## src/rtl/ctrl_ramdrv_mc_pkg.sv

```systemverilog
// Shared FSM encoding and sizing helpers for the multi-channel RAM address driver.
package ctrl_ramdrv_mc_pkg;

    typedef enum logic [1:0] {
        ST_IDLE  = 2'd0,
        ST_WRITE = 2'd1,
        ST_CALC  = 2'd2,
        ST_DONE  = 2'd3
    } state_t;

    // Channel index width, never narrower than one bit so a single channel still has a select port.
    function automatic int ch_width(input int n);
        return (n > 1) ? $clog2(n) : 1;
    endfunction

endpackage

```

## src/rtl/ctrl_ramdrv_mc_chtab.sv

```systemverilog
// Per-channel ring configuration (base/len/coef) and head offset table.
// Writes land on the next edge; reads are combinational; no backpressure, callers pre-qualify writes.
module ctrl_ramdrv_mc_chtab
    import ctrl_ramdrv_mc_pkg::*;
#(
    parameter int  ADDR_WIDTH = 12,
    parameter int  TAP_WIDTH  = 8,
    parameter int  CH_NUM     = 4,
    localparam int CH_W       = ch_width(CH_NUM)
) (
    input  logic                  clk,
    input  logic                  rst,
    input  logic                  cfg_we,
    input  logic                  cfg_blk,
    input  logic [CH_W-1:0]       cfg_ch,
    input  logic [ADDR_WIDTH-1:0] cfg_base,
    input  logic [TAP_WIDTH-1:0]  cfg_len,
    input  logic [ADDR_WIDTH-1:0] cfg_coef,
    output logic                  cfg_ok,
    input  logic                  hd_we,
    input  logic [CH_W-1:0]       hd_ch,
    input  logic [TAP_WIDTH-1:0]  hd_val,
    input  logic [CH_W-1:0]       rd_ch,
    output logic                  rd_ok,
    output logic [ADDR_WIDTH-1:0] rd_base,
    output logic [TAP_WIDTH-1:0]  rd_len,
    output logic [ADDR_WIDTH-1:0] rd_coef,
    output logic [TAP_WIDTH-1:0]  rd_h
);

    logic [ADDR_WIDTH-1:0] base_q [CH_NUM];
    logic [ADDR_WIDTH-1:0] base_d [CH_NUM];
    logic [TAP_WIDTH-1:0]  len_q  [CH_NUM];
    logic [TAP_WIDTH-1:0]  len_d  [CH_NUM];
    logic [ADDR_WIDTH-1:0] coef_q [CH_NUM];
    logic [ADDR_WIDTH-1:0] coef_d [CH_NUM];
    logic [TAP_WIDTH-1:0]  h_q    [CH_NUM];
    logic [TAP_WIDTH-1:0]  h_d    [CH_NUM];

    // Equality decode per channel keeps out-of-range selects harmless for non-power-of-two CH_NUM.
    always_comb begin
        cfg_ok  = 1'b0;
        rd_ok   = 1'b0;
        rd_base = '0;
        rd_len  = '0;
        rd_coef = '0;
        rd_h    = '0;
        for (int c = 0; c < CH_NUM; c++) begin
            base_d[c] = base_q[c];
            len_d[c]  = len_q[c];
            coef_d[c] = coef_q[c];
            h_d[c]    = h_q[c];
            if (cfg_ch == CH_W'(c)) begin
                cfg_ok = 1'b1;
            end
            if (hd_we && (hd_ch == CH_W'(c))) begin
                h_d[c] = hd_val;
            end
            if (cfg_we && !cfg_blk && (cfg_ch == CH_W'(c))) begin
                base_d[c] = cfg_base;
                len_d[c]  = cfg_len;
                coef_d[c] = cfg_coef;
                h_d[c]    = '0;
            end
            if (rd_ch == CH_W'(c)) begin
                rd_ok   = 1'b1;
                rd_base = base_q[c];
                rd_len  = len_q[c];
                rd_coef = coef_q[c];
                rd_h    = h_q[c];
            end
        end
    end

    always_ff @(posedge clk or negedge rst) begin
        if (!rst) begin
            for (int c = 0; c < CH_NUM; c++) begin
                base_q[c] <= '0;
                len_q[c]  <= '0;
                coef_q[c] <= '0;
                h_q[c]    <= '0;
            end
        end else begin
            for (int c = 0; c < CH_NUM; c++) begin
                base_q[c] <= base_d[c];
                len_q[c]  <= len_d[c];
                coef_q[c] <= coef_d[c];
                h_q[c]    <= h_q[c] == h_d[c] ? h_q[c] : h_d[c];
            end
        end
    end

endmodule

```

## src/rtl/ctrl_ramdrv_mc.sv

```systemverilog
// Multi-channel ring-buffer sample/coefficient address driver: optional head write, then len pairs newest-first.
// Registered outputs, first address one cycle after start; start is ignored while busy, no queuing.
module ctrl_ramdrv_mc
    import ctrl_ramdrv_mc_pkg::*;
#(
    parameter int  ADDR_WIDTH = 12,
    parameter int  TAP_WIDTH  = 8,
    parameter int  CH_NUM     = 4,
    localparam int CH_W       = ch_width(CH_NUM)
) (
    input  logic                  clk,
    input  logic                  rst,
    input  logic                  cfg_we,
    input  logic [CH_W-1:0]       cfg_ch,
    input  logic [ADDR_WIDTH-1:0] cfg_base,
    input  logic [TAP_WIDTH-1:0]  cfg_len,
    input  logic [ADDR_WIDTH-1:0] cfg_coef,
    output logic                  cfg_err,
    input  logic                  start,
    input  logic [CH_W-1:0]       ch_sel,
    input  logic                  wr_sample,
    output logic                  busy,
    output logic                  done,
    output logic [ADDR_WIDTH-1:0] data_addr,
    output logic                  data_we,
    output logic [ADDR_WIDTH-1:0] coef_addr,
    output logic                  addr_vld,
    output logic                  last
);

    localparam logic [TAP_WIDTH-1:0] TAP_ONE = TAP_WIDTH'(1);

    state_t                state_q, state_d;
    logic [CH_W-1:0]       ch_q, ch_d;
    logic [ADDR_WIDTH-1:0] base_q, base_d;
    logic [ADDR_WIDTH-1:0] coef_q, coef_d;
    logic [TAP_WIDTH-1:0]  len_q, len_d;
    logic [TAP_WIDTH-1:0]  h_q, h_d;
    logic [TAP_WIDTH-1:0]  k_q, k_d;

    logic                  busy_q, busy_d;
    logic                  done_q, done_d;
    logic                  data_we_q, data_we_d;
    logic                  addr_vld_q, addr_vld_d;
    logic                  last_q, last_d;
    logic                  cfg_err_q, cfg_err_d;
    logic [ADDR_WIDTH-1:0] data_addr_q, data_addr_d;
    logic [ADDR_WIDTH-1:0] coef_addr_q, coef_addr_d;

    logic                  cfg_ok, cfg_blk, hd_we;
    logic                  rd_ok;
    logic [ADDR_WIDTH-1:0] rd_base, rd_coef;
    logic [TAP_WIDTH-1:0]  rd_len, rd_h;

    function automatic logic [TAP_WIDTH-1:0] head_next(input logic [TAP_WIDTH-1:0] h,
                                                       input logic [TAP_WIDTH-1:0] len);
        return (h == len - TAP_ONE) ? '0 : h + TAP_ONE;
    endfunction

    // (h - k) mod len with h,k < len: bias by len, then at most one subtract.
    function automatic logic [TAP_WIDTH-1:0] ring_idx(input logic [TAP_WIDTH-1:0] h,
                                                      input logic [TAP_WIDTH-1:0] k,
                                                      input logic [TAP_WIDTH-1:0] len);
        logic [TAP_WIDTH:0] s;
        s = {1'b0, h} + {1'b0, len} - {1'b0, k};
        if (s >= {1'b0, len}) begin
            s = s - {1'b0, len};
        end
        return s[TAP_WIDTH-1:0];
    endfunction

    assign cfg_blk = busy_q && (cfg_ch == ch_q);
    assign hd_we   = (state_q == ST_WRITE);

    ctrl_ramdrv_mc_chtab #(
        .ADDR_WIDTH (ADDR_WIDTH),
        .TAP_WIDTH  (TAP_WIDTH),
        .CH_NUM     (CH_NUM)
    ) u_chtab (
        .clk      (clk),
        .rst      (rst),
        .cfg_we   (cfg_we),
        .cfg_blk  (cfg_blk),
        .cfg_ch   (cfg_ch),
        .cfg_base (cfg_base),
        .cfg_len  (cfg_len),
        .cfg_coef (cfg_coef),
        .cfg_ok   (cfg_ok),
        .hd_we    (hd_we),
        .hd_ch    (ch_q),
        .hd_val   (h_q),
        .rd_ch    (ch_sel),
        .rd_ok    (rd_ok),
        .rd_base  (rd_base),
        .rd_len   (rd_len),
        .rd_coef  (rd_coef),
        .rd_h     (rd_h)
    );

    always_ff @(posedge clk or negedge rst) begin
        if (!rst) begin
            state_q <= ST_IDLE;
        end else begin
            state_q <= state_d;
        end
    end

    // Next state plus the job context latched at start; h_q holds the advanced head during WRITE.
    always_comb begin
        state_d = state_q;
        ch_d    = ch_q;
        base_d  = base_q;
        len_d   = len_q;
        coef_d  = coef_q;
        h_d     = h_q;
        k_d     = k_q;
        case (state_q)
            ST_IDLE: begin
                if (start) begin
                    ch_d   = ch_sel;
                    base_d = rd_base;
                    len_d  = rd_len;
                    coef_d = rd_coef;
                    h_d    = rd_h;
                    k_d    = '0;
                    if (!rd_ok || (rd_len == '0)) begin
                        state_d = ST_DONE;
                    end else if (wr_sample) begin
                        state_d = ST_WRITE;
                        h_d     = head_next(rd_h, rd_len);
                    end else begin
                        state_d = ST_CALC;
                    end
                end
            end
            ST_WRITE: begin
                state_d = ST_CALC;
                k_d     = '0;
            end
            ST_CALC: begin
                if (k_q == len_q - TAP_ONE) begin
                    state_d = ST_DONE;
                end else begin
                    k_d = k_q + TAP_ONE;
                end
            end
            ST_DONE: state_d = ST_IDLE;
            default: state_d = ST_IDLE;
        endcase
    end

    // Outputs are registered, so they are decoded from the state being entered.
    always_comb begin
        busy_d      = (state_d != ST_IDLE);
        done_d      = (state_d == ST_DONE);
        data_we_d   = (state_d == ST_WRITE);
        addr_vld_d  = (state_d == ST_CALC);
        last_d      = addr_vld_d && (k_d == len_d - TAP_ONE);
        data_addr_d = '0;
        coef_addr_d = '0;
        if (data_we_d) begin
            data_addr_d = base_d + ADDR_WIDTH'(h_d);
        end
        if (addr_vld_d) begin
            data_addr_d = base_d + ADDR_WIDTH'(ring_idx(h_d, k_d, len_d));
            coef_addr_d = coef_d + ADDR_WIDTH'(k_d);
        end
        cfg_err_d = cfg_we && (cfg_blk || !cfg_ok);
    end

    always_ff @(posedge clk or negedge rst) begin
        if (!rst) begin
            ch_q        <= '0;
            base_q      <= '0;
            len_q       <= '0;
            coef_q      <= '0;
            h_q         <= '0;
            k_q         <= '0;
            busy_q      <= 1'b0;
            done_q      <= 1'b0;
            data_we_q   <= 1'b0;
            addr_vld_q  <= 1'b0;
            last_q      <= 1'b0;
            cfg_err_q   <= 1'b0;
            data_addr_q <= '0;
            coef_addr_q <= '0;
        end else begin
            ch_q        <= ch_d;
            base_q      <= base_d;
            len_q       <= len_d;
            coef_q      <= coef_d;
            h_q         <= h_d;
            k_q         <= k_d;
            busy_q      <= busy_d;
            done_q      <= done_d;
            data_we_q   <= data_we_d;
            addr_vld_q  <= addr_vld_d;
            last_q      <= last_d;
            cfg_err_q   <= cfg_err_d;
            data_addr_q <= data_addr_d;
            coef_addr_q <= coef_addr_d;
        end
    end

    assign busy      = busy_q;
    assign done      = done_q;
    assign data_we   = data_we_q;
    assign addr_vld  = addr_vld_q;
    assign last      = last_q;
    assign cfg_err   = cfg_err_q;
    assign data_addr = data_addr_q;
    assign coef_addr = coef_addr_q;

endmodule
```

## config.mk

```make
export PLATFORM = sky130hd
export DESIGN_NAME = ctrl_ramdrv_mc
export DESIGN_NICKNAME = d
export VERILOG_FILES = /design/src/rtl/ctrl_ramdrv_mc_pkg.sv /design/src/rtl/ctrl_ramdrv_mc_chtab.sv /design/src/rtl/ctrl_ramdrv_mc.sv
export SDC_FILE = /design/constraint.sdc
export NUM_CORES = 1
export LEC_CHECK = 0
export CAP_MARGIN = 20
export CORE_MARGIN = 4
export CORE_UTILIZATION = 65
export CTS_CLUSTER_DIAMETER = 40
export DETAILED_ROUTE_END_ITERATION = 8
export PLACE_DENSITY_LB_ADDON = 0.3
export SETUP_SLACK_MARGIN = 0.3
export SLEW_MARGIN = 20
export SYNTH_ARGS = -nofsm -noshare
export SYNTH_HDL_FRONTEND = slang
export SYNTH_HIERARCHICAL = 1
export SYNTH_SLANG_ARGS = --single-unit
```

## constraint.sdc

```tcl
create_clock -name clk -period 20.9 [get_ports clk]
set_clock_uncertainty 0.2 [all_clocks]
set_input_delay 4.18 -clock clk [delete_from_list [all_inputs] [get_ports clk]]
set_output_delay 4.18 -clock clk [all_outputs]
set_load 0.01 [all_outputs]
```

# Yosys cells after proc, flatten, opt, wreduce, memory -nomap -nowiden
# Index checks and enable logic that the tools add are counted.
[op_classes]
n_addsub = 11
n_lt_le_gt_ge = 1
n_eq_ne = 23
mux = 56
n_reduce_logical = 24
[ops]
columns = ["operator", "n"]
rows = [
  ["8-bit 2-to-1 mux", 27],
  ["12-bit 2-to-1 mux", 15],
  ["8-bit equality test", 7],
  ["12-bit by 8-bit adder with 12-bit output", 3],
  ["8-bit one-hot mux with 3 select lines", 1],
  ["8-bit by 1-bit subtractor with 8-bit output (second input constant)", 3],
  ["2-bit equality test (second input constant)", 10],
  ["8-bit by 1-bit adder with 8-bit output (second input constant)", 2],
  ["1-bit logical AND", 12],
  ["2-bit by 1-bit equality test with 1-bit output (second input constant)", 5],
  ["8-bit by 8-bit adder with 9-bit output", 1],
  ["9-bit by 8-bit >= comparator with 1-bit output", 1],
  ["9-bit by 8-bit subtractor with 9-bit output", 1],
  ["2-bit logical NOT", 4],
  ["8-bit logical NOT", 1],
  ["1-bit 2-to-1 mux", 8],
  ["2-bit 2-to-1 mux", 4],
  ["2-bit one-hot mux with 4 select lines", 1],
  ["8-bit subtractor", 1],
  ["1-bit logical NOT", 3],
  ["2-bit equality test", 1],
  ["1-bit logical OR", 2],
  ["2-bit AND reduction", 1],
  ["2-bit nonzero test", 1],
]
[word_totals]
register_bits = 242
in_bits = 41
output_inout_bits = 30
elab_cells = 146

# Depth between registers and ports, before layout
# Gate-level depths: netlist (run 1).
[depth]
word_depth = 19
depth_mapped = 41
ltp_nobuf = 39

# Modules after synthesis
# The synthesis (run 1) kept the hierarchy.
[by_module_without_submodules]
columns = ["module", "n_inst", "cells_per_inst", "area_each_um2", "seq_area_each_um2"]
rows = [
  ["ctrl_ramdrv_mc_chtab", 1, 499, 7170.6, 4003.8],
  ["ctrl_ramdrv_mc", 1, 665, 6236.0, 2052.0],
]

# Worst setup path after synthesis (run 1)
# Ideal clock, no wire load.
[synth_timing]
kind = "input to register"
startpoint = "input ch_sel[0]"
endpoint = "register data_addr_q[9], in the netlist data_addr[9]"
setup_ns = 0.138
arrival_time_ns = 11.374
required_time_ns = 20.562
slack_ns = 9.188
stages = 35
n_path_buf = 1
cell_sequence = "buf_2 mux4_2 or4_1 nor4_1 xnor2_1 nor4_1 nor3_1 a21oi_1 o21a_1 ha_1 inv_1 ha_1 inv_1 fa_1 inv_1 ha_1 nor2b_1 o21ai_0 a21boi_0 o21ai_0 a21boi_0 o21a_1 o21ai_0 nand3_1 mux2i_1 ha_1 a21o_1 a21oi_1 o21bai_1 a21oi_1 nor2b_1 o21a_1 o31ai_1 o22a_1 a21oi_1"
[synth_via]
elab_chain_cells = 19
[synth_lines]
columns = ["element", "line", "text"]
rows = [
  ["start: declaration", "ctrl_ramdrv_mc.sv:20", "input logic [CH_W-1:0] ch_sel,"],
  ["2-bit logical NOT", "ctrl_ramdrv_mc_chtab.sv:65", "if (rd_ch == CH_W'(c)) begin"],
  ["8-bit 2-to-1 mux (3 in a row)", "ctrl_ramdrv_mc_chtab.sv:65", ""],
  ["8-bit 2-to-1 mux *", "ctrl_ramdrv_mc_chtab.sv:65", ""],
  ["named net rd_len[4]", "ctrl_ramdrv_mc.sv:53", "logic [TAP_WIDTH-1:0] rd_len, rd_h;"],
  ["8-bit by 1-bit subtractor with 8-bit output", "ctrl_ramdrv_mc.sv:57", "return (h == len - TAP_ONE) ? '0 : h + TAP_ONE;"],
  ["8-bit equality test", "ctrl_ramdrv_mc.sv:57", ""],
  ["8-bit 2-to-1 mux", "ctrl_ramdrv_mc.sv:57", ""],
  ["8-bit 2-to-1 mux", "ctrl_ramdrv_mc.sv:128", "end else if (wr_sample) begin"],
  ["(+3 left out)", "--", ""],
  ["8-bit by 8-bit adder with 9-bit output", "ctrl_ramdrv_mc.sv:65", "s = {1'b0, h} + {1'b0, len} - {1'b0, k};"],
  ["9-bit by 8-bit subtractor with 9-bit output", "ctrl_ramdrv_mc.sv:65", ""],
  ["8-bit subtractor or 9-bit by 8-bit >= comparator with 1-bit output (tied branches)", "ctrl_ramdrv_mc.sv:67, ctrl_ramdrv_mc.sv:66", ""],
  ["8-bit 2-to-1 mux", "ctrl_ramdrv_mc.sv:66", "if (s >= {1'b0, len}) begin"],
  ["8-bit 2-to-1 mux", "ctrl_ramdrv_mc.sv:164", "if (addr_vld_d) begin"],
  ["12-bit by 8-bit adder with 12-bit output", "ctrl_ramdrv_mc.sv:165", "data_addr_d = base_d + ADDR_WIDTH'(ring_idx(h_d, k_d, len_d));"],
  ["12-bit 2-to-1 mux *", "ctrl_ramdrv_mc.sv:164", ""],
  ["named net data_addr_d[9]", "ctrl_ramdrv_mc.sv:47", "logic [ADDR_WIDTH-1:0] data_addr_q, data_addr_d;"],
  ["end signal: assignment", "ctrl_ramdrv_mc.sv:200", "data_addr_q <= data_addr_d;"],
  ["end: declaration", "ctrl_ramdrv_mc.sv:47", ""],
]
# Mark *: on every way through the listed nets, which the timed path passes. The rest lies on a longest branch. The select of a mux whose other input is x is not followed.
# A chain may end at the register's enable or synchronous reset.

# Worst setup path in the final report (run 1)
[layout_timing]
startpoint = "input ch_sel[0]"
endpoint = "register data_addr_q[8], in the netlist data_addr[8]"
[layout_via]
elab_chain_cells = 19
[layout_lines]
columns = ["element", "line", "text"]
rows = [
  ["2-bit logical NOT", "ctrl_ramdrv_mc_chtab.sv:65", ""],
  ["8-bit 2-to-1 mux (3 in a row)", "ctrl_ramdrv_mc_chtab.sv:65", ""],
  ["8-bit 2-to-1 mux *", "ctrl_ramdrv_mc_chtab.sv:65", ""],
  ["named net rd_len[4]", "ctrl_ramdrv_mc.sv:53", ""],
  ["8-bit by 1-bit subtractor with 8-bit output", "ctrl_ramdrv_mc.sv:57", ""],
  ["8-bit equality test", "ctrl_ramdrv_mc.sv:57", ""],
  ["8-bit 2-to-1 mux", "ctrl_ramdrv_mc.sv:57", ""],
  ["8-bit 2-to-1 mux", "ctrl_ramdrv_mc.sv:128", ""],
  ["(+3 left out)", "--", ""],
  ["named net h_d[1]", "ctrl_ramdrv_mc.sv:38", "logic [TAP_WIDTH-1:0] h_q, h_d;"],
  ["8-bit by 8-bit adder with 9-bit output", "ctrl_ramdrv_mc.sv:65", ""],
  ["9-bit by 8-bit subtractor with 9-bit output", "ctrl_ramdrv_mc.sv:65", ""],
  ["8-bit subtractor or 9-bit by 8-bit >= comparator with 1-bit output (tied branches)", "ctrl_ramdrv_mc.sv:67, ctrl_ramdrv_mc.sv:66", ""],
  ["8-bit 2-to-1 mux", "ctrl_ramdrv_mc.sv:66", ""],
  ["8-bit 2-to-1 mux", "ctrl_ramdrv_mc.sv:164", ""],
  ["12-bit by 8-bit adder with 12-bit output", "ctrl_ramdrv_mc.sv:165", ""],
  ["12-bit 2-to-1 mux *", "ctrl_ramdrv_mc.sv:164", ""],
  ["named net data_addr_d[8]", "ctrl_ramdrv_mc.sv:47", ""],
]
# Marks and branches as above.

==> impl_metrics.tcl, run 1 <==
set metrics [dict create \
    cts_setup_buffers 0 \
    routed_via_density 6.316 \
    min_period_ns 12.83 \
    cts_resized 0 \
    grt_overflow_total 0 \
    yosysTopAreaCellShare_pct 45.17 \
    globalplace.congestion 0.9206 \
    maxCapViolCount 0 \
    clock_latency_ns 0.54 \
    slew_violations 0 \
    status "completed" \
    firstDrtPassIters 4 \
    fillers 1269 \
    hold_viol 0 \
    synth_warnings 6 \
    drt.antenna.violating_nets 0 \
    hp-start "u_chtab/coef_q[9]" \
    place_ws_ns 7.641 \
    postSynthAreaPerCell_um2 11.52 \
    ir_drop_v 0.00008543 \
    grt_pass1_wl_um 53250 \
    worst_path_most_repeated_cell "a21oi_1" \
    critPathKind "in2reg" \
    fin_tns_setup_ns 0 \
    drive_above_1_share_pct 20.11 \
    htree_levels 1 \
    startpoint "ch_sel[0]" \
    synthFlopType "dfrtp_1" \
    holdBufCountCts 0 \
    setup_ws_ns 8.073 \
    final-setup-viol-count 0 \
    syn_area_mm2 0.01341 \
    grt_max_degree 117 \
    antennaDiodeCount 0 \
    cts.path.max_buffers 3 \
    worstMarginPinSlew_ns 1.183 \
    grt_pass1_vias 9968 \
    ys_top_cells_by_count "242 x dfrtp_1, 135 x nand2_1, 118 x mux2_2" \
    power_density_mw_per_mm2 82.69 \
    fin_util_pct 75.93 \
    ys_seq_elements 242 \
    synthCells 1164 \
    vias 9619 \
    synthDistinctLibCells 77 \
    clk_pin_slew_ns 0.06 \
    drc 0 \
    yosysMostFrequentCell "dfrtp_1" \
    synth_top_area_cell "dfrtp_1" \
    power.total_w 0.001270 \
    wl_per_cell_um 21.96 \
    io_buffers 70 \
    cp_top_family "compound AO/OA/AOI/OAI gates" \
    ys_top_cells_by_area "dfrtp_1 45%, mux2_2 9.9%, mux4_2 6.7%" \
    clockRootBuffer "clkbuf_16" \
    drt_iter0_markers 746 \
    synth_enable_flop_cells 0 \
    routed_wl_um 33450 \
    async_flop_share_pct 100.0 \
    grt_usage_pct 30.03 \
    start_util_pct 66.26 \
    rsz0062_at_grt "false" \
    hold_class "reg2reg" \
    die_w_um 151.6 \
    nets 1333 \
    worstPathMaxFanout 41 \
    seq_area_frac_synth_pct 45.17 \
    leakagePower_nw 7.359 \
    area_growth_pct 14.60 \
    worstSetupEndpointType "flip-flop" \
    hpwl_um 22210 \
    timing.rr.start "u_chtab/len_q[12]" \
    required_ns 21.08 \
    cts_tree "built" \
    worstPathArrival_ns 13.01 \
    die-area_mm2 0.02299 \
    max_stage_delay_ns 0.68 \
    crit_buf_inv 3 \
    finalCritPeriodShare_pct 61.37 \
    start_kind "primary input" \
    antenna_found_initial 0 \
    relSlewSlack_pct 20.97 \
    cp_slowest_cell "nor4_1" \
    cts.sinks 242 \
    core_mm2 0.02023 \
    clock.fmax_mhz 77.96 \
    io_pins 71 \
    chipHeight_um 151.6 \
    rows 52 \
    numCtsBuffers 31 \
]
[cells by family after synthesis]
logic type | share of synthesized area (%)
AO/OA/AOI/OAI | 7.728
XOR/XNOR | 4.116
adder cells (fa/ha/maj) | 6.346
buffers and inverters | 4.116
flip-flops | 45.17
multiplexers | 21.48
other | 0.02797
AND/OR/NAND/NOR | 11.01
[metrics by stage]
| step | cell area (um^2) | instances | hold slack [ns] |
|---|---|---|---|
| after floorplan | 13410 | 1165 | 0.2405 |
| after global placement | 14230 | 1467 | 0.2528 |
| after detailed placement | 14230 | 1467 | 0.2592 |
| after CTS | 15360 | 1523 | 0.2727 |
| after global routing | 15360 | 1523 | 0.2987 |
| final | 15360 | 1523 | 0.2720 |
[cell usage in the layout (no fill, tap or decap), drive strengths merged, types with 9 or more instances in the layout]
cell type / netlist / final
inv: 63 / 67
o21bai: 9 / 9
ha: 52 / 52
o22ai: 9 / 9
nor2: 81 / 81
mux2: 126 / 126
xnor2: 46 / 46
a21o: 12 / 12
mux4: 40 / 40
o21a: 9 / 9
a21oi: 33 / 33
xor2: 17 / 17
dfrtp: 242 / 242
o21ai: 28 / 28
clkdlybuf4s50: 0 / 67
fa: 10 / 10
nand3: 15 / 15
buf: 33 / 13
nand2: 135 / 135
clkbuf: 15 / 37
nor3: 11 / 11
mux2i: 53 / 53
[state kept, by name, indices dropped and copies added (netlist names), 2 cells and up]
register        flops
u_chtab/base_q     48
u_chtab/coef_q     48
u_chtab/h_q        32
u_chtab/len_q      32
base_q             12
coef_addr          12
coef_q             12
data_addr          12
h_q                 8
k_q                 8
len_q               8
ch_q                2
state_q             2
[worst register-to-register path: cells and delay by family (launching register included)]
family / cells / cell delay (ns)
XOR/XNOR: 1 / 0.12
AO/OA/AOI/OAI: 15 / 2.94
adder cells (fa/ha/maj): 4 / 1.65
buffers and inverters: 1 / 0.06
multiplexers: 2 / 0.79
AND/OR/NAND/NOR: 10 / 2.44
flip-flops: 1 / 0.39
[power breakdown]
part | leakage (nW) | total [W] | switching [W] | internal [W]
combinational | 3.73 | 0.000142 | 0.0000638 | 0.0000787
sequential | 3.09 | 0.000548 | 0.0000272 | 0.000521
clock | 0.547 | 0.000580 | 0.000209 | 0.000371
total | 7.36 | 0.00127 | 0.000300 | 0.000970
[cell type report]
type / count / area [um^2] / share of cell area [%]
clock buffer: 37 / 828.3 / 5.391
clock inverter: 19 / 307.8 / 2.003
sequential: 242 / 6056 / 39.42
tap: 270 / 337.8 / 2.199
multi-input combinational: 811 / 6823 / 44.41
timing repair buffer: 80 / 770.7 / 5.017
inverter: 64 / 240.2 / 1.564
[per-layer routing]
| layer | wire, um | vias to the layer above | global-route usage, % |
|---|---|---|---|
| li1 | - | 4244 | - |
| met1 | 13350 | 4888 | 39.92 |
| met2 | 16470 | 388 | 49.97 |
| met3 | 2438 | 99 | 5.532 |
| met4 | 1199 | 0 | 10.87 |
| met5 | 0 | - | 0 |
[final timing paths]
kind	endpoint	slack [ns]	cells past startpoint
setup / recovery	data_addr[8]	8.07	35
hold / removal	u_chtab/coef_q[9]	0.27	2
setup reg to reg	data_addr[8]	12.17	33
hold reg to reg	u_chtab/coef_q[9]	0.27	2
max in group asynchronous	addr_vld	14.92	3
min in group asynchronous	u_chtab/coef_q[21]	3.49	1
Power figures use the tool's default switching activity.
==> run 2, diff against run 1 <==
- CORE_UTILIZATION: 65 -> 61
- clock period: 20.9 -> 12.2 ns (I/O delays scaled with it)
==> run 2 against run 1 <==
Critical path depth down 2. Clock power is 74% higher. Die area up 6.2%. Routed wire length shrank 3.0%. Worst setup slack got worse by 6.6 ns. Flip-flop and latch count did not move. Global-route usage is 2.9 points lower. Via count shrank 2.2%. Critical path type unchanged. Non-clock buffer count increased by 2. Sequential power rose by 72%. Critical endpoint is now data_addr[10].
==> impl_metrics.tcl, run 2 (synthesis gave the netlist of run 1 again) <==
set metrics [dict create \
    worstMarginPinSlew_ns 1.085 \
    area_growth_pct 15.06 \
    status "completed" \
    hold_viol 0 \
    drt_iter0_markers 776 \
    wl_per_cell_um 21.11 \
    cts_setup_buffers 0 \
    io_pins 71 \
    ir_drop_v 0.0001258 \
    layout_commonest_cell "dfrtp_1" \
    crit_buf_inv 4 \
    cts.path.max_buffers 3 \
    die-area_mm2 0.02441 \
    clock_latency_ns 0.52 \
    grt_usage_pct 27.18 \
    worstPathMaxFanout 30 \
    numCtsBuffers 34 \
    place_ws_ns 1.102 \
    antenna_found_initial 1 \
    leakagePower_nw 7.407 \
    power.total_w 0.002192 \
    multiInputGateArea_mm2 0.006823 \
    io_buffers 70 \
    clock.fmax_mhz 92.92 \
    final-setup-viol-count 0 \
    grt_max_degree 118 \
    clockRootBuffer "clkbuf_16" \
    die_w_um 156.3 \
    cts_tree "built" \
    cp_slowest_cell "nor4_1" \
    finalCritPeriodShare_pct 88.21 \
    grt_pass1_vias 9796 \
    holdBufCountCts 0 \
    min_period_ns 10.76 \
    drc 0 \
    slew_violations 0 \
    largestRegisters "u_chtab/base_q: 48 flops, u_chtab/coef_q: 48 flops" \
    hold_class "reg2reg" \
    htree_levels 2 \
    critPathKind "in2reg" \
    start_kind "primary input" \
    firstDrtPassIters 6 \
    rsz0062_at_grt "false" \
    core_mm2 0.02129 \
    cts.sinks 242 \
    required_ns 12.35 \
    nets 1338 \
    setup_ws_ns 1.438 \
    worstPathArrival_ns 10.91 \
    drive_above_1_share_pct 20.46 \
    routed_wl_um 32440 \
    fin_tns_setup_ns 0 \
    power_density_mw_per_mm2 142.1 \
    worstSetupEndpointType "flip-flop" \
    fillers 1419 \
    grt_pass1_wl_um 52370 \
    grt_overflow_total 0 \
    hpwl_um 22070 \
    start_util_pct 62.98 \
    cp_top_family "compound AO/OA/AOI/OAI gates" \
    relSlewSlack_pct 27.36 \
    final-seq-area_mm2 0.006056 \
    vias 9409 \
    maxCapViolCount 0 \
    drt.antenna.violating_nets 0 \
    chipHeight_um 156.3 \
    clk_pin_slew_ns 0.05 \
    max_stage_delay_ns 0.66 \
    final_cell_mix "242 x dfrtp_1, 134 x nand2_1, 118 x mux2_2" \
    routed_via_density 6.122 \
    rows 53 \
    cts_resized 0 \
    globalplace.congestion 0.9000 \
]
-- run 2: metrics by stage --
stage	area [um^2]	hold slack [ns]	util (%)	cells
2_1_floorplan	13410	0.2405	-	1165
3_3_place_gp	14250	0.2537	66.94	1474
3_5_place_dp	14250	0.2607	66.94	1474
4_1_cts	15420	0.2739	72.46	1536
5_1_grt	15420	0.2848	72.46	1536
6_report	15430	0.2753	72.47	1537
-- run 2: worst paths after layout --
| kind | start | to | slack, ns | cells past startpoint |
|---|---|---|---|---|
| setup / recovery | ch_sel[0] | data_addr[10] | 1.44 | 33 |
| min in group asynchronous | rst | u_chtab/coef_q[45] | 1.80 | 1 |
| setup reg to reg | u_chtab/len_q[12] | data_addr[10] | 3.49 | 32 |
| max in group asynchronous | rst | u_chtab/base_q[24] | 7.97 | 3 |
| hold reg to reg | u_chtab/coef_q[10] | u_chtab/coef_q[10] | 0.28 | 2 |
| hold / removal | u_chtab/coef_q[10] | u_chtab/coef_q[10] | 0.28 | 2 |
-- run 2: area by class of cell --
cell class | count | share of cell area (%)
diodes | 1 | 0.01622
clock inverters | 17 | 1.444
inverters | 64 | 1.557
well taps | 275 | 2.231
clock buffers | 45 | 6.172
repair buffers | 82 | 5.094
flip-flops and latches | 242 | 39.26
multi-input cells | 811 | 44.23
-- run 2: report_power, final --
group / internal [W] / total, W / switching, W
Sequential: 0.000893 / 0.000942 / 0.0000489
Clock: 0.000641 / 0.00101 / 0.000367
Combinational: 0.000135 / 0.000242 / 0.000108
Total: 0.00167 / 0.00219 / 0.000523
-- run 2: worst min-delay path: stages (launching register included) --
cell and delay, ns:
dfrtp_1 0.33, nand2_1 0.05, nand2_1 0.06
-- run 2: metal layers --
| layer | vias to the layer above | part of all wire, % | track usage [%] |
|---|---|---|---|
| met1 | 4730 | 42 | 36.97 |
| met2 | 347 | 49 | 44.97 |
| met4 | 0 | 2.8 | 8.884 |
| met5 | - | 0 | 0 |
| li1 | 4265 | - | - |
| met3 | 67 | 6.6 | 4.674 |
==> run 3, diff against run 2 <==
- MAX_ROUTING_LAYER: not set -> met4
- clock period: 12.2 -> 12.1 ns (I/O delays scaled with it)
==> run 3 against run 2 <==
Worst setup slack improved by 0.020 ns. Non-clock buffer count is 1 higher. Final area is essentially flat. First-iteration DRC count shrank 10%. Clock-buffer cell count decreased by 3. Clock power barely moved. Worst hold slack worse by 0.0035 ns. Highest routed layer unchanged.
==> impl_metrics.tcl, run 3 (synthesis gave the netlist of run 1 again) <==
set metrics [dict create \
    status "completed" \
    clock.fmax_mhz 93.97 \
    final_cell_mix "242 x dfrtp_1, 134 x nand2_1, 118 x mux2_2" \
    globalplace.congestion 0.9389 \
    max_stage_delay_ns 0.67 \
    rsz0062_at_grt "false" \
    drt.antenna.violating_nets 0 \
    hpwl_um 21860 \
    seqPwrFrac_pct 43.0 \
    holdBufCountCts 0 \
    fillers 1412 \
    worstSetupEndpointType "flip-flop" \
    pwr-share-clk_pct 45.8 \
    cts_tree "built" \
    numCtsBuffers 36 \
    min_period_ns 10.64 \
    slew_violations 0 \
    layout_commonest_cell "dfrtp_1" \
    rows 53 \
    drc 0 \
    chipHeight_um 156.3 \
    vias 9564 \
    grt_usage_pct 28.71 \
    start_util_pct 62.98 \
    cp_slowest_cell "nor4_1" \
    cts.path.max_buffers 3 \
    drive_above_1_share_pct 20.82 \
    final-setup-viol-count 0 \
    io_buffers 70 \
    final_area_mm2 0.01543 \
    ir_drop_v 0.0001449 \
    clk_pin_slew_ns 0.06 \
    required_ns 12.27 \
    critPathKind "in2reg" \
    clock_latency_ns 0.51 \
    maxCapViolCount 0 \
    p_switching_w 0.0005498 \
    hold_class "reg2reg" \
    cts_resized 0 \
    drt_iter0_markers 696 \
    p_int_w 0.001662 \
    timing.rr.start "u_chtab/len_q[4]" \
    area_growth_pct 15.12 \
    antennaDiodeCount 0 \
    largestRegisters "u_chtab/base_q: 48 flops, u_chtab/coef_q: 48 flops" \
    nets 1341 \
    start_kind "primary input" \
    power_density_mw_per_mm2 143.3 \
    die_w_um 156.3 \
    hold_viol 0 \
    routed_wl_um 33200 \
    switching_share_pct 24.86 \
    leakagePower_nw 7.389 \
    cts.sinks 242 \
    worstPathMaxFanout 32 \
    cts_setup_buffers 0 \
    die-area_mm2 0.02441 \
    antenna_found_initial 0 \
    core_mm2 0.02129 \
    clockRootBuffer "clkbuf_16" \
    relSlewSlack_pct 27.48 \
    p_comb_share_pct 11.2 \
    finalCritPeriodShare_pct 87.95 \
    worstPathArrival_ns 10.81 \
    grt_overflow_total 0 \
    grt_pass1_wl_um 53750 \
    routed_via_density 6.218 \
    grt_max_degree 93 \
    grt_pass1_vias 10029 \
    io_pins 71 \
    fin_tns_setup_ns 0 \
    firstDrtPassIters 5 \
    startpoint "ch_sel[0]" \
    worst_path_most_repeated_cell "a21oi_1" \
    worstMarginPinSlew_ns 1.085 \
    placed_area_mm2 0.01426 \
    hp-start "u_chtab/coef_q[1]" \
    htree_levels 2 \
    wl_per_cell_um 21.59 \
]
==> run 3: cell count changes in the layout (fill, tap and decap cells not counted), moves of 2 or more <==
cell	delta
bufinv_16	-2
clkbuf_8	-3
clkbuf_16	+3
clkinv_4	+2
clkbuf_1	-3
clkinvlp_4	+7
==> run 3: per-stage QoR <==
stage | power, W | worst slack, ns | utilization, % | std cells | hold WS, ns
floorplan | 0.001120 | 2.148 | - | 1165 | 0.2405
global placement | 0.001189 | 1.316 | 66.97 | 1475 | 0.2537
detailed placement | 0.001203 | 1.031 | 66.97 | 1475 | 0.2582
CTS | 0.002222 | 1.465 | 72.50 | 1538 | 0.2726
global route | 0.002290 | 0.6251 | 72.50 | 1538 | 0.2912
finish | 0.002212 | 1.458 | 72.50 | 1538 | 0.2719
==> run 3: cell type report <==
class | instances | area [um^2] | share of cell area (%)
Multi-Input combinational cell | 811 | 6823 | 44.21
Sequential cell | 242 | 6056 | 39.24
Clock buffer | 42 | 974.7 | 6.315
Timing Repair Buffer | 83 | 793.3 | 5.140
Tap cell | 275 | 344.1 | 2.229
Inverter | 64 | 240.2 | 1.557
Clock inverter | 21 | 202.7 | 1.313
==> run 3: critical path: cells and delay by family <==
| kind | cells | cell delay, ns |
|---|---|---|
| AND/OR/NAND/NOR | 6 | 1.61 |
| buffers and inverters | 5 | 1.06 |
| multiplexers | 2 | 0.90 |
| AO/OA/AOI/OAI | 16 | 2.93 |
| XOR/XNOR | 1 | 0.10 |
| adder cells (fa/ha/maj) | 5 | 1.78 |
==> run 3: path summary, 6_finish.rpt <==
check,end,slack (ns),cells past startpoint
min reg2reg,u_chtab/coef_q[1],0.27,2
max in group asynchronous,h_q[2],8.52,2
max,data_addr[10],1.46,35
min,u_chtab/coef_q[1],0.27,2
max reg2reg,data_addr[10],3.40,34
min in group asynchronous,u_chtab/coef_q[32],1.71,1
==> run 3: power groups by stage <==
stage / clock, W / combinational [W] / sequential (W)
2_1_floorplan: 0 / 0.000178 / 0.000942
3_3_place_gp: 0 / 0.000234 / 0.000954
3_5_place_dp: 0 / 0.000244 / 0.000960
4_1_cts: 0.00102 / 0.000248 / 0.000949
5_1_grt: 0.00106 / 0.000269 / 0.000958
6_report: 0.00101 / 0.000248 / 0.000950
==> run 3: metal layers <==
metal  part of all wire (%)  global-route usage (%)  up-vias
li1                       -                       -     4274
met1                     42                   38.01     4829
met2                     49                   46.03      384
met3                    6.1                   4.314       77
met4                    2.9                   9.628        0
met5                      0                       -        -
